<file path="src/rtl/picosoc_button_pkg.sv">
// Shared types and timing constants for the picosoc push-button conditioning path.
package picosoc_button_pkg;

   typedef enum logic [1:0] {
      RELEASED        = 2'd0,
      PRESS_PENDING   = 2'd1,
      PRESSED         = 2'd2,
      RELEASE_PENDING = 2'd3
   } btn_state_t;

   localparam int CLK_HZ                = 27_000_000;
   localparam int CYCLES_PER_MS         = CLK_HZ / 1000;
   localparam int DEF_DEBOUNCE_CYCLES   = 10 * CYCLES_PER_MS;
   localparam int DEF_LONG_PRESS_CYCLES = 1000 * CYCLES_PER_MS;

   // Bits needed for a counter that must hold values 0..max_count.
   function automatic int cnt_width(input int max_count);
      return $clog2(max_count + 1);
   endfunction

endpackage

</file>
<file path="src/rtl/picosoc_sync2.sv">
// Generic two-flop synchronizer for asynchronous pad inputs; RESET_VAL sets
// the level both flops take under synchronous reset.
module picosoc_sync2 #(
   parameter logic RESET_VAL = 1'b0
) (
   input  logic clk,
   input  logic resetn,
   input  logic d,
   output logic q
);

   logic s1;

   always_ff @(posedge clk) begin
      if (!resetn) begin
         s1 <= RESET_VAL;
         q  <= RESET_VAL;
      end else begin
         s1 <= d;
         q  <= s1;
      end
   end

endmodule

</file>
<file path="src/rtl/picosoc_button_debounce.sv">
// Push-button conditioner: synchronizer plus counter-qualified debounce FSM.
// Optional one-shot long-press strobe enabled by PICOSOC_BUTTON_LONG_PRESS_EN.
//
// state           | meaning
// RELEASED        | accepted level is released, input agrees
// PRESS_PENDING   | input shows pressed, counting stable cycles
// PRESSED         | accepted level is pressed, input agrees
// RELEASE_PENDING | input shows released, counting stable cycles
module picosoc_button_debounce
   import picosoc_button_pkg::*;
#(
   parameter int DEBOUNCE_CYCLES   = DEF_DEBOUNCE_CYCLES,
   parameter int ACTIVE_LOW        = 1,
   parameter int LONG_PRESS_CYCLES = DEF_LONG_PRESS_CYCLES
) (
   input  logic clk,
   input  logic resetn,
   input  logic button_in,
   output logic button_out,
   output logic pressed,
   output logic press_pulse,
   output logic release_pulse,
   output logic long_press
);

   localparam logic REL = (ACTIVE_LOW != 0);
   localparam int CW = cnt_width(DEBOUNCE_CYCLES);
   localparam logic [CW-1:0] CNT_LAST = CW'(DEBOUNCE_CYCLES - 1);

   btn_state_t    state;
   logic [CW-1:0] cnt;
   logic          s2;
   logic          press_accept;

   picosoc_sync2 #(.RESET_VAL(REL)) u_sync (
      .clk    (clk),
      .resetn (resetn),
      .d      (button_in),
      .q      (s2)
   );

   assign press_accept = (state == PRESS_PENDING) && (s2 != REL) && (cnt == CNT_LAST);

   always_ff @(posedge clk) begin
      if (!resetn) begin
         state         <= RELEASED;
         cnt           <= '0;
         button_out    <= REL;
         pressed       <= 1'b0;
         press_pulse   <= 1'b0;
         release_pulse <= 1'b0;
      end else begin
         press_pulse   <= 1'b0;
         release_pulse <= 1'b0;
         case (state)
            RELEASED: begin
               if (s2 != REL) begin
                  state <= PRESS_PENDING;
                  cnt   <= CW'(1);
               end else begin
                  cnt <= '0;
               end
            end
            PRESS_PENDING: begin
               if (s2 == REL) begin
                  state <= RELEASED;
                  cnt   <= '0;
               end else if (cnt == CNT_LAST) begin
                  state       <= PRESSED;
                  button_out  <= ~REL;
                  pressed     <= 1'b1;
                  press_pulse <= 1'b1;
                  cnt         <= '0;
               end else begin
                  cnt <= cnt + 1'b1;
               end
            end
            PRESSED: begin
               if (s2 == REL) begin
                  state <= RELEASE_PENDING;
                  cnt   <= CW'(1);
               end else begin
                  cnt <= '0;
               end
            end
            RELEASE_PENDING: begin
               if (s2 != REL) begin
                  state <= PRESSED;
                  cnt   <= '0;
               end else if (cnt == CNT_LAST) begin
                  state         <= RELEASED;
                  button_out    <= REL;
                  pressed       <= 1'b0;
                  release_pulse <= 1'b1;
                  cnt           <= '0;
               end else begin
                  cnt <= cnt + 1'b1;
               end
            end
            default: begin
               state <= RELEASED;
               cnt   <= '0;
            end
         endcase
      end
   end

`ifdef PICOSOC_BUTTON_LONG_PRESS_EN
   localparam int HW = cnt_width(LONG_PRESS_CYCLES);
   localparam logic [HW-1:0] HCNT_LAST = HW'(LONG_PRESS_CYCLES - 1);
   localparam logic [HW-1:0] HCNT_SAT  = HW'(LONG_PRESS_CYCLES);

   logic [HW-1:0] hcnt;

   // Parking at HCNT_SAT guarantees a single strobe per hold; a bounce back
   // from RELEASE_PENDING keeps counting.
   always_ff @(posedge clk) begin
      if (!resetn) begin
         hcnt       <= '0;
         long_press <= 1'b0;
      end else begin
         long_press <= 1'b0;
         if (press_accept) begin
            hcnt <= '0;
         end else if (state == PRESSED || state == RELEASE_PENDING) begin
            if (hcnt != HCNT_SAT) begin
               hcnt <= hcnt + 1'b1;
            end
            long_press <= (hcnt == HCNT_LAST);
         end
      end
   end
`else
   logic unused_long_cfg;
   assign unused_long_cfg = ^LONG_PRESS_CYCLES ^ press_accept;
   assign long_press = 1'b0;
`endif

endmodule

</file>
<file path="config.mk">
export PLATFORM = sky130hd
export DESIGN_NAME = picosoc_button_debounce
export DESIGN_NICKNAME = d
export VERILOG_FILES = /design/src/rtl/picosoc_button_pkg.sv /design/src/rtl/picosoc_sync2.sv /design/src/rtl/picosoc_button_debounce.sv
export SDC_FILE = /design/constraint.sdc
export NUM_CORES = 1
export LEC_CHECK = 0
export ABC_AREA = 1
export CORE_UTILIZATION = 40
export DETAILED_ROUTE_END_ITERATION = 12
export PLACE_DENSITY = 0.63
export SETUP_SLACK_MARGIN = 0.4
export SKIP_LAST_GASP = 1
export SLEW_MARGIN = 30
export SYNTH_ARGS = -nofsm -noshare
export SYNTH_HDL_FRONTEND = slang
export SYNTH_SLANG_ARGS = --single-unit
</file>
<file path="constraint.sdc">
create_clock -name clk -period 2 [get_ports clk]
set_input_delay 0.4 -clock clk [delete_from_list [all_inputs] [get_ports clk]]
set_output_delay 0.4 -clock clk [all_outputs]
set_load 0.01 [all_outputs]
</file>
== Word-level counts from Yosys, hierarchy flattened ==
Index checks and enable logic that the tools add are counted.

* $add $sub $neg: 1
* Multipliers: 0
* Divide/modulo/power cells: 0
* Order comparisons: 0
* Eq/ne operators: 12
* Shifts and indexed selects: 0
* Mux-type cells: 22
* Bitwise logic cells: 2
* Reduce and logical (&&, ||, !) cells: 6

{| class="wikitable"
|+ Operators with widths
! cell !! number
|-
| 19-bit case mux with 4 select lines || 1
|-
| 19-bit two-way mux || 3
|-
| 19-bit by 1-bit adder with 19-bit output (second input constant) || 1
|-
| 19-bit == test (second input constant) || 1
|-
| 2-bit two-way mux || 6
|-
| 1-bit two-way mux || 9
|-
| 2-bit case mux with 4 select lines || 1
|-
| 2-bit by 1-bit != test with 1-bit output (second input constant) || 3
|-
| 2-bit != test (second input constant) || 3
|-
| 5-bit AND reduction || 1
|-
| 2-bit == test (second input constant) || 2
|-
| 1-bit case mux with 2 select lines || 2
|-
| 4-bit AND reduction || 1
|-
| 3-bit by 1-bit != test with 1-bit output (second input constant) || 1
|-
| 3-bit != test (second input constant) || 1
|-
| 3-bit AND reduction || 1
|-
| 3-bit OR reduction || 1
|-
| 2-bit by 1-bit == test with 1-bit output (second input constant) || 1
|-
| 2-bit zero test || 1
|-
| 1-bit NOT || 2
|-
| 2-bit nonzero test || 1
|}

* Flip-flop bits (word level): 27
* Latch bits: 0
* RAM bits: 0
* ROM bits: 0
* Input bits: 3
* Output and inout port bits: 5
* Logic and storage cells: 51
* Memories kept: 0

== Logic depth before layout (Yosys ltp) ==
* Word-level depth: 4
* Depth in mapped cells: 9

== Cells and area by module ==
A second synthesis with hierarchy kept.

* Cell total of the unflattened synthesis: 179
* Area, all modules: 1320.0 µm²

{| class="wikitable"
|+ By module, submodules not included
! module !! times used !! cells each !! area an instance (µm²) !! seq. area each (µm²)
|-
| picosoc_button_debounce || 1 || 173 || 1265.0 || 500.5
|-
| picosoc_sync2 || 1 || 6 || 55.1 || 40.0
|}

== Worst setup path after synthesis ==
Ideal clock, no wire load.

* Path kind: reg2reg
* Start point: reg cnt[0]
* End point: reg cnt[13]
* Arrival time: 1327 ps
* Data required time: 1886 ps
* Setup slack: 558 ps
* Cell stages (with the launch flop): 8
* Cell sequence: dfxtp_1 > ha_1 > nand3_2 > nor2_1 > nand3_2 > nand3_4 > buf_8 > nor2_1

* Word-level cells in the longest chain between the ends: 4
* Elaborated cells between the ends (all ways): 6
* Those cells by class: 1 x add/sub; 1 x eq/ne; 4 x mux

{| class="wikitable"
|+ Ends and longest elaborated chain
! element !! line !! RTL
|-
| start, declared || picosoc_button_debounce.sv:31 || <nowiki>logic [CW-1:0] cnt;</nowiki>
|-
| start signal, assigned || picosoc_button_debounce.sv:75 || <nowiki>cnt <= cnt + 1'b1;</nowiki>
|-
| start signal, assigned || picosoc_button_debounce.sv:97 || <nowiki>cnt <= cnt + 1'b1;</nowiki>
|-
| 19-bit by 1-bit adder with 19-bit output / 19-bit == test (equally long branches) || - ||
|-
| 19-bit two-way mux (*) || picosoc_button_debounce.sv:68, picosoc_button_debounce.sv:90 ||
|-
| 19-bit two-way mux, on equally long branches || picosoc_button_debounce.sv:87, picosoc_button_debounce.sv:65 ||
|-
| 19-bit case mux with 4 select lines (*) || picosoc_button_debounce.sv:55 || <nowiki>case (state)</nowiki>
|}

Every way passes the cells marked *; elsewhere a longest branch is shown, timed or not.
A chain may end at the register's enable or synchronous reset.

== Worst setup path after layout ==
* Start point: reg cnt[0]
* End point: reg cnt[14]

The elaborated chain is that of the path after synthesis.

==> run metrics <==
#FFs+latches synth 27; Post-DP Area ~1500 µm²; worst-margin pin slew between 0.5 and 0.6 ns; critical-path maximum fanout 9; Yosys top cell area share 39.0%; area of the core between 3000 and 4000 µm²; worst r2r path cells 6; Clock Sinks 27; kind of critical path reg -> reg; Synthesized Nets around 210; initial core utilization between 40% and 50%; layout cell share with drive strength beyond 1 under 10%; TritonCTS clock tree done; Worst VDD drop ~0.26 mV; max_slew headroom 65.6%; setup_tns 0 ns; CTS Buf Count 3; Seq. cell area around 540 µm²; crit path time final ~1.5 ns; Distinct cells, synth 23; worst clock skew 0.00426 ns; Clock Latency Late Sink approximately 0.33 ns; gr usage total between 10% and 20%; fill count 380; sequential cell area fraction in the yosys report between 30% and 40%; Root Buffer clkbuf_4; port buffer count 6; final WL between 2000 and 3000 µm; multi-input combinational cell area between 700 and 800 µm²; area delta synth->final 12.9%; Finished Core Util 46.9%; ranking of synthesized cells by area dfxtp_1 39%, nor2_1 14%, nand2_1 11%; RSZ-0062 raised after global routing false; Synth area leader dfxtp_1; post-route ant nets 0; Post-DP HPWL roughly 2000 µm; Comb power frac under 10%; type of origin of the critical path flop; Routed WL per cell ~11 µm; Mapped Area about 1400 µm²; Syn Inst Count 202; die width around 61 µm; HP Start u_sync.s1; Crit. End Element flop; Tcrit/Tclk final between 70 and 80%; hold crit path type reg -> reg; Mean Syn Cell Area around 6.9 µm²; clock network power share a little under a third; Worst R2R End cnt[14]; final hold vios 0; initial antenna violation count 0; cts hold-fix bufs 0; Final Net Count approximately 220; DRC errors left 0; status finished clean; clock-pin slew of the registers on the worst-case setup and hold paths 0.15 ns; num rows 21; Setup violations, final 0; number of diodes 0; post-CTS setup buffer count 0; GP Congestion ~0.87; pin count of the biggest net entering global routing 19; Chip Height 60.8 µm; vias per cell between 4 and 5; CP arrival ~1.7 ns; first-pass GRT wire length ~4400 µm; fmax ~0.68 GHz; I/O Pins 8; drt pass-1 iters 5; Slew Limit Fails 0; H-tree depth 1; via count 1,208; Sw Ratio 22.6%; Flop pwr share around 67%; vias in the first global route 1,022; Psw ~180 µW; WHS Endpoint u_sync.q; max_cap viols 0; Design Area, Final between 1500 and 2000 µm²; GRT overflow 0; P per Cell Area 516 nW/µm²; Reg-to-Reg Start cnt[0]; CP required approximately 2.2 ns; Lkg Pwr 0.505 nW; Longest Clk Path Bufs 2; YS warnings 0; Int Power about 620 µW; initial DRC count 70; internal reg-to-reg setup slack between 0.5 and 0.6 ns; die area approximately 3700 µm²; hold depth 1
## cells in the final DEF (no fill, tap or decap)
| cell | netlist | final |
|---|---|---|
| nand2_1 | 40 | 40 |
| dfxtp_1 | 27 | 26 |
| nor2_2 | 3 | 3 |
| clkinvlp_4 | 0 | 1 |
| nor3_1 | 13 | 13 |
| ha_2 | 0 | 1 |
| a21oi_1 | 2 | 2 |
| clkbuf_4 | 0 | 3 |
| o21ai_0 | 1 | 1 |
| conb_1 | 1 | 1 |
| clkdlybuf4s50_1 | 0 | 2 |
| nor2_4 | 1 | 2 |
| a31oi_1 | 1 | 1 |
| nand3_1 | 9 | 9 |
| dfxtp_4 | 0 | 1 |
| nand4_1 | 4 | 4 |
| xor2_1 | 10 | 10 |
| inv_1 | 24 | 24 |
| clkinv_1 | 1 | 1 |
| nand3_4 | 1 | 5 |
| nor2_1 | 52 | 51 |
| nand3_2 | 5 | 3 |
| or2_2 | 2 | 2 |
| dlygate4sd2_1 | 0 | 4 |
| o31ai_1 | 1 | 1 |
## layer usage
layer,up-vias,GRT usage (%),share of wire [%]
met5,-,0,0
met2,21,26.4,46
met1,533,21.8,51
li1,652,-,-
met3,2,2.56,2.7
met4,0,5.52,0.79
## synthesized netlist by cell type
cell and number:
nor2_1 52, o21ai_0 1, nand2_1 40, or2_2 2, nand3_2 5, nand3_1 9
a31oi_1 1, buf_4 1, nand4_1 4, inv_1 24, nor2_4 1, xor2_1 10
nor2_2 3, buf_8 1, nand3_4 1, dfxtp_1 27, ha_1 1, conb_1 1
buf_2 1, clkinv_1 1, o31ai_1 1, a21oi_1 2, nor3_1 13
## worst max path at each step
stage | from | end | slack [ns] | cells after the start
2_1_floorplan | cnt[0] | cnt[13] | 0.56 | 7
3_3_place_gp | cnt[0] | cnt[13] | 0.39 | 6
3_5_place_dp | cnt[0] | cnt[16] | 0.35 | 6
4_1_cts | cnt[0] | cnt[16] | 0.45 | 6
5_1_grt | cnt[0] | cnt[11] | 0.42 | 6
6_report | cnt[0] | cnt[14] | 0.53 | 6
## area by class of cell
| cell class | instances | share of cell area (%) |
|---|---|---|
| repair buffers | 6 | 3.52 |
| flip-flops and latches | 27 | 34.8 |
| clock inverters | 1 | 0.480 |
| clock buffers | 3 | 1.44 |
| inverters | 25 | 6.00 |
| well taps | 46 | 3.68 |
| multi-input cells | 149 | 50.1 |
## power by group through the flow
stage	Clock [mW]	Sequential (mW)	Combinational [mW]
after CTS	0.259	0.545	0.0162
final	0.245	0.544	0.0185
after global placement	0	0.556	0.0160
after detailed placement	0	0.556	0.0162
after floorplan	0	0.555	0.0132
after global routing	0.276	0.545	0.0209
## cell families (layout without fill, tap and decap cells)
kind of cell               Yosys count  in the layout  synth area share, %
AOI/OAI and AO/OA                    5              5                 2.08
buffers and inverters               28             35                 8.76
adders and majority gates            1              1                0.903
and+or+nand+nor                    130            132                 42.6
xor gates and xnor gates            10             10                 6.32
DFF                                 27             27                 39.0
other                                1              1                0.271
## through the flow
stage	std cells	power [mW]	setup WS [ns]	hold WS (ns)
after floorplan	202	0.569	0.558	0.393
after global placement	251	0.572	0.390	0.397
after detailed placement	251	0.572	0.353	0.402
after CTS	255	0.820	0.454	0.438
after global routing	257	0.842	0.423	0.450
final	257	0.807	0.530	0.431
## worst max-delay path: stages, from the launching register on
cell	delay, ns
dfxtp_4	0.41
ha_2	0.26
nand3_4	0.14
nor2_2	0.18
nand3_4	0.15
nand3_4	0.18
nor3_1	0.07
## sequential cells by signal, summed over array words and instances (netlist names), named ones only
name           cells
cnt               19
button_out         1
press_pulse        1
pressed            1
release_pulse      1
state              1
u_sync.q           1
u_sync.s1          1
## timing repair
action,4_1_cts,5_1_grt
setup endpoints to repair,23,21
resized for setup,6,7
cloned,0,2
Note: power is estimated with default switching activity, not from simulation.
